<file path="config.mk">
export PLATFORM = sky130hd
export DESIGN_NAME = scan_mux_n_flat
export DESIGN_NICKNAME = d
export VERILOG_FILES = /design/src/rtl/scan_mux_n_if.sv /design/src/rtl/scan_mux_n.sv /design/src/flat_wrapper.sv
export SDC_FILE = /design/constraint.sdc
export NUM_CORES = 1
export LEC_CHECK = 0
export ABC_CLOCK_PERIOD_IN_PS = 1750
export BUFFER_PORTS_ARGS = -buffer_cell sky130_fd_sc_hd__buf_2
export CELL_PAD_IN_SITES_DETAIL_PLACEMENT = 1
export CELL_PAD_IN_SITES_GLOBAL_PLACEMENT = 1
export CORE_ASPECT_RATIO = 0.75
export CORE_MARGIN = 2
export CORE_UTILIZATION = 38
export DETAILED_ROUTE_END_ITERATION = 6
export PLACE_DENSITY = 0.85
export SYNTH_ARGS = -nofsm -noshare
export SYNTH_HDL_FRONTEND = slang
export SYNTH_SLANG_ARGS = --single-unit
</file>
<file path="constraint.sdc">
create_clock -name clk -period 1.75 [get_ports clk]
set_input_delay 0.175 -clock clk [delete_from_list [all_inputs] [get_ports clk]]
set_output_delay 0.175 -clock clk [all_outputs]
set_load 0.02 [all_outputs]
</file>
<file path="src/rtl/scan_mux_n_if.sv">
// -----------------------------------------------------------------------------
// scan_mux_n_if
//   Bundles the channel data, select/control and registered result signals of
//   the scanning multiplexer so they can be passed as a single port.
//
//   Parameters
//     N_CH   number of input channels
//     W      bits per channel
//
//   Signals
//     in_bus     N_CH*W  channel k occupies in_bus[k*W +: W]
//     sel        SEL_W   manual channel select
//     mode       1       0 = manual, 1 = scan
//     en         1       1 = run, 0 = pause
//     out        W       registered selected channel data
//     out_ch     SEL_W   channel index that produced out
//     out_valid  1       out/out_ch hold valid data this cycle
//     wrap       1       one-cycle pulse when the scan wraps back to channel 0
//
//   Modports
//     master  drives data and control, observes the result (user side)
//     slave   the multiplexer itself
// -----------------------------------------------------------------------------
interface scan_mux_n_if #(
   parameter int N_CH = 8,
   parameter int W    = 1
);
   localparam int SEL_W = $clog2(N_CH);

   logic [N_CH*W-1:0] in_bus;
   logic [SEL_W-1:0]  sel;
   logic              mode;
   logic              en;
   logic [W-1:0]      out;
   logic [SEL_W-1:0]  out_ch;
   logic              out_valid;
   logic              wrap;

   modport master (
      output in_bus, sel, mode, en,
      input  out, out_ch, out_valid, wrap
   );

   modport slave (
      input  in_bus, sel, mode, en,
      output out, out_ch, out_valid, wrap
   );
endinterface

</file>
<file path="src/rtl/scan_mux_n.sv">
// -----------------------------------------------------------------------------
// scan_mux_n
//   N-channel, W-bit multiplexer with a registered output. The channel is
//   picked either by the sel input (manual mode) or by an internal round-robin
//   scanner that holds each channel for DWELL cycles (scan mode). Used to
//   sample or display several channels over a single output path.
//
//   Parameters
//     N_CH   number of channels (>= 2, need not be a power of two)
//     W      bits per channel
//     DWELL  cycles each channel is shown in scan mode (>= 1)
//
//   Ports
//     clk    rising-edge clock
//     rst_n  asynchronous active-low reset
//     bus    scan_mux_n_if slave modport (data, control and results)
// -----------------------------------------------------------------------------
module scan_mux_n #(
   parameter int N_CH  = 8,
   parameter int W     = 1,
   parameter int DWELL = 4
) (
   input  logic         clk,
   input  logic         rst_n,
   scan_mux_n_if.slave  bus
);
   localparam int SEL_W = $clog2(N_CH);
   localparam int DC_W  = (DWELL > 1) ? $clog2(DWELL) : 1;

   localparam logic [SEL_W-1:0] PTR_LAST   = SEL_W'(N_CH - 1);
   localparam logic [DC_W-1:0]  DWELL_LAST = DC_W'(DWELL - 1);

   typedef enum logic [1:0] {
      IDLE   = 2'd0,
      MANUAL = 2'd1,
      SCAN   = 2'd2
   } state_t;

   state_t           state_q, state_d;
   logic [SEL_W-1:0] ptr_q, ptr_d;
   logic [DC_W-1:0]  dwell_q, dwell_d;
   logic [W-1:0]     out_q, out_d;
   logic [SEL_W-1:0] out_ch_q, out_ch_d;
   logic             out_valid_q, out_valid_d;
   logic             wrap_q, wrap_d;

   logic [W-1:0]     man_data;
   logic             man_hit;
   logic [W-1:0]     scan_data;

   // Channel selection for both sources. Comparing against every legal index
   // (rather than indexing in_bus with sel) keeps out-of-range selects from
   // reading past the bus: they simply leave man_hit low and man_data zero.
   always_comb begin
      man_data  = '0;
      man_hit   = 1'b0;
      scan_data = '0;
      for (int k = 0; k < N_CH; k++) begin
         if (bus.sel == SEL_W'(k)) begin
            man_data = bus.in_bus[k*W +: W];
            man_hit  = 1'b1;
         end
         if (ptr_q == SEL_W'(k)) begin
            scan_data = bus.in_bus[k*W +: W];
         end
      end
   end

   // The operating state is decided afresh each cycle from en and mode, so a
   // mode change acts on the very next edge.
   always_comb begin
      if (!bus.en) begin
         state_d = IDLE;
      end else if (bus.mode) begin
         state_d = SCAN;
      end else begin
         state_d = MANUAL;
      end
   end

   // Next-value logic for the outputs and the scanner. In scan mode a wrap is
   // recognised as "ptr=0 with a fresh dwell while already scanning on the
   // previous edge": the only way to get there is the N_CH-1 -> 0 advance, so
   // entering scan at ptr=0 from manual or idle never pulses wrap.
   always_comb begin
      out_d       = out_q;
      out_ch_d    = out_ch_q;
      out_valid_d = 1'b0;
      wrap_d      = 1'b0;
      ptr_d       = ptr_q;
      dwell_d     = dwell_q;
      case (state_d)
         MANUAL: begin
            out_d       = man_data;
            out_ch_d    = bus.sel;
            out_valid_d = man_hit;
            dwell_d     = '0;
         end
         SCAN: begin
            out_d       = scan_data;
            out_ch_d    = ptr_q;
            out_valid_d = 1'b1;
            wrap_d      = (state_q == SCAN) && (ptr_q == '0) && (dwell_q == '0);
            if (dwell_q == DWELL_LAST) begin
               dwell_d = '0;
               ptr_d   = (ptr_q == PTR_LAST) ? '0 : ptr_q + 1'b1;
            end else begin
               dwell_d = dwell_q + 1'b1;
            end
         end
         default: begin
         end
      endcase
   end

   // All state and registered outputs; reset clears everything at once so an
   // interrupted scan leaves nothing behind.
   always_ff @(posedge clk or negedge rst_n) begin
      if (!rst_n) begin
         state_q     <= IDLE;
         ptr_q       <= '0;
         dwell_q     <= '0;
         out_q       <= '0;
         out_ch_q    <= '0;
         out_valid_q <= 1'b0;
         wrap_q      <= 1'b0;
      end else begin
         state_q     <= state_d;
         ptr_q       <= ptr_d;
         dwell_q     <= dwell_d;
         out_q       <= out_d;
         out_ch_q    <= out_ch_d;
         out_valid_q <= out_valid_d;
         wrap_q      <= wrap_d;
      end
   end

   assign bus.out       = out_q;
   assign bus.out_ch    = out_ch_q;
   assign bus.out_valid = out_valid_q;
   assign bus.wrap      = wrap_q;

endmodule
</file>
<file path="src/flat_wrapper.sv">
// flat-port wrapper written by rule: the top's interface ports become plain ports
module scan_mux_n_flat 
#(
   parameter int N_CH  = 8,
   parameter int W     = 1,
   parameter int DWELL = 4
)
  (clk, rst_n, bus_in_bus, bus_sel, bus_mode, bus_en, bus_out, bus_out_ch, bus_out_valid, bus_wrap);
  scan_mux_n_if #(.N_CH(N_CH), .W(W)) bus_i ();
  input  logic clk;
  input  logic rst_n;
  input wire logic [$bits(bus_i.in_bus)-1:0] bus_in_bus;
  input wire logic [$bits(bus_i.sel)-1:0] bus_sel;
  input wire logic [$bits(bus_i.mode)-1:0] bus_mode;
  input wire logic [$bits(bus_i.en)-1:0] bus_en;
  output wire logic [$bits(bus_i.out)-1:0] bus_out;
  output wire logic [$bits(bus_i.out_ch)-1:0] bus_out_ch;
  output wire logic [$bits(bus_i.out_valid)-1:0] bus_out_valid;
  output wire logic [$bits(bus_i.wrap)-1:0] bus_wrap;
  assign bus_i.in_bus = bus_in_bus;
  assign bus_i.sel = bus_sel;
  assign bus_i.mode = bus_mode;
  assign bus_i.en = bus_en;
  assign bus_out = bus_i.out;
  assign bus_out_ch = bus_i.out_ch;
  assign bus_out_valid = bus_i.out_valid;
  assign bus_wrap = bus_i.wrap;
  scan_mux_n #(.N_CH(N_CH), .W(W), .DWELL(DWELL)) u_core (.clk(clk), .rst_n(rst_n), .bus(bus_i));
endmodule
</file>
==> impl_metrics.env <==
export IMPL_status="finished clean"
export IMPL_rr_endpoint="u_core.bus.out"
export IMPL_cts_resized_gates=0
export IMPL_path_class="flop to flop"
export IMPL_synth_cells=75
export IMPL_placementRows=14
export IMPL_grt_pass1_wl_um=3030
export IMPL_finalCriticalPeriod_ns=1.57
export IMPL_avgRoutedWirePerCell_um=14.5
export IMPL_ys_seq_area_frac=0.418
export IMPL_synth_common_cells="dfrtp_1, ha_1, inv_1, a21oi_1"
export IMPL_clockBufferDepth=2
export IMPL_drc=0
export IMPL_p_leak_nw=0.459
export IMPL_antenna_found_initial=0
export IMPL_crit_start="u_core.ptr_q[0]"
export IMPL_clk_latency_ns=0.27
export IMPL_cts_tree="done"
export IMPL_synth_top_area_cell="dfrtp_1"
export IMPL_die_h_um=43.2
export IMPL_dp_cells=115
export IMPL_fin_tns_setup_ns=0
export IMPL_holdWs_ns=0.139
export IMPL_fin_util=0.473
export IMPL_post_cts_buffers=0
export IMPL_drtIter0Drc=9
export IMPL_portBuffers=20
export IMPL_max_slew_margin_rel=0.802
export IMPL_r2r_start="u_core.ptr_q[0]"
export IMPL_synth_ff_type="dfrtp_1"
export IMPL_cp_max_fo=6
export IMPL_drv_slew=0
export IMPL_h_tree_depth=1
export IMPL_drt_total_wl_um=1740
export IMPL_cts_inserted_buffers=3
export IMPL_cts_root_buf="clkbuf_4"
export IMPL_first_global_vias=648
export IMPL_worst_slew_pin_slew_ns=0.294
export IMPL_crit_path_end="u_core.bus.out"
export IMPL_synth_cell_type_count=26
export IMPL_track_usage=0.165
export IMPL_avgViaCountPerCell=5.23
export IMPL_reg2reg_depth=6
export IMPL_end_kind="flop"
export IMPL_drive_gt1_frac=0.271
export IMPL_rsz0062_at_grt="no"
export IMPL_gp_congestion=0.903
export IMPL_clkTransAtPathRegs_ns=0.08
export IMPL_grt_remaining_overflow=0
export IMPL_setup_violations=0
export IMPL_synth_edf_count=0
export IMPL_r2r_setup_slack_ns=0.18
export IMPL_power_density_nw_per_um2=1040
export IMPL_critPathLaunchType="flop"
export IMPL_period_share=0.894
export IMPL_syn_area_per_cell_um2=10.4
export IMPL_hold_class="input pin to flop"
export IMPL_num_antenna_cells=0
export IMPL_ant_nets=0
export IMPL_clock_sinks=13
export IMPL_syn_area_um2=778
export IMPL_yosysWarnings=0
export IMPL_vias=628
export IMPL_skew_ns=0.00137
export IMPL_yosysMostFrequentCell="dfrtp_1"
export IMPL_stdcell_count=120
export IMPL_dp_hpwl_um=1380
export IMPL_area_delta_synth_final_pct=19.3
export IMPL_cap_violations=0
export IMPL_grt_max_degree=14
export IMPL_synthTopCellsByArea="dfrtp_1, ha_1, mux4_1"
export IMPL_clock_fmax_mhz=639
export IMPL_crit_arrival_ns=1.72
export IMPL_die_w_um=56.3
export IMPL_whs_path_depth=1
export IMPL_core_um2=1960
export IMPL_dieArea_um2=2430
export IMPL_ir_worst_vdd_mv=0.585
export IMPL_drtPass1Iterations=4
export IMPL_start_util=0.397
export IMPL_ys_async_sr_fraction=1.00
export IMPL_synth_seq_cells=13
export IMPL_fin_nets=120
export IMPL_critPathRequiredTime_ns=1.91
export IMPL_yosysTopAreaCellShare=0.418
export IMPL_syn_num_nets=98
export IMPL_io_pins=21
export IMPL_hold_violations=0
-- where the power goes --
part | internal [mW] | switching, mW
clock | 0.0884 | 0.101
combinational | 0.164 | 0.202
sequential | 0.355 | 0.0526
-- worst max-delay path, cell delays in order, from the launching register on --
cell	delay (ns)
dfrtp_1	0.44
ha_1	0.25
ha_1	0.20
nand2_1	0.07
o221ai_1	0.10
a211oi_1	0.28
o21ai_1	0.11
-- area by class of cell --
cell class	count	area, um2
inverter	7	26.3
fill	230	1030
sequential	13	325
timing repair buffer	21	110
multi-input combinational	51	410
tap	24	30.0
clock buffer	4	26.3
-- flip-flops by register name, summed over array words and instances, names as in the netlist --
register and flops:
u_core.bus.out 1, u_core.ptr_q 3, u_core.dwell_q 2, u_core.state_q 2, u_core.bus.wrap 1, u_core.bus.out_ch 3
u_core.bus.out_valid 1
-- per-layer routing --
layer,track usage,wire length (um)
met5,0,0
met4,0.0143,8
met1,0.229,823
met2,0.256,808
met3,0.0640,102
-- repair_timing --
item	CTS	global route
setup endpoints to repair	0	0
hold buffers	1	0
hold endpoints to repair	13	0
-- logic make-up after synthesis --
logic type,synth area share
buffers and inverters,0.0547
adders and majority gates,0.129
and+or+nand+nor,0.125
AOI/OAI and AO/OA,0.138
muxes,0.135
DFF,0.418
-- cell usage in the layout (no fill, tap or decap), types with 3 or more instances in the layout --
master,instances
a21oi_1,6
buf_2,20
clkbuf_4,3
dfrtp_1,13
ha_1,8
inv_1,7
mux2i_1,3
nand2_1,4
nand3_1,3
nor2_1,4
o21ai_0,3
-- worst min-delay path by stage --
stage	endpoint	startpoint
4_1_cts	u_core.bus.out_valid	bus_en
6_report	u_core.bus.out_valid	bus_en
3_5_place_dp	u_core.bus.wrap	rst_n
3_3_place_gp	u_core.bus.out_ch[1]	rst_n
2_1_floorplan	u_core.bus.out	rst_n
5_1_grt	u_core.bus.out_valid	bus_en
-- per-stage QoR --
stage	area [um2]	power [mW]	setup slack [ns]
global route	928	1.04	0.0243
finish	928	0.963	0.185
CTS	928	0.971	0.180
detailed placement	892	0.779	0.196
floorplan	778	0.657	0.336
global placement	892	0.757	0.265
(Power assumes the default switching activity.)
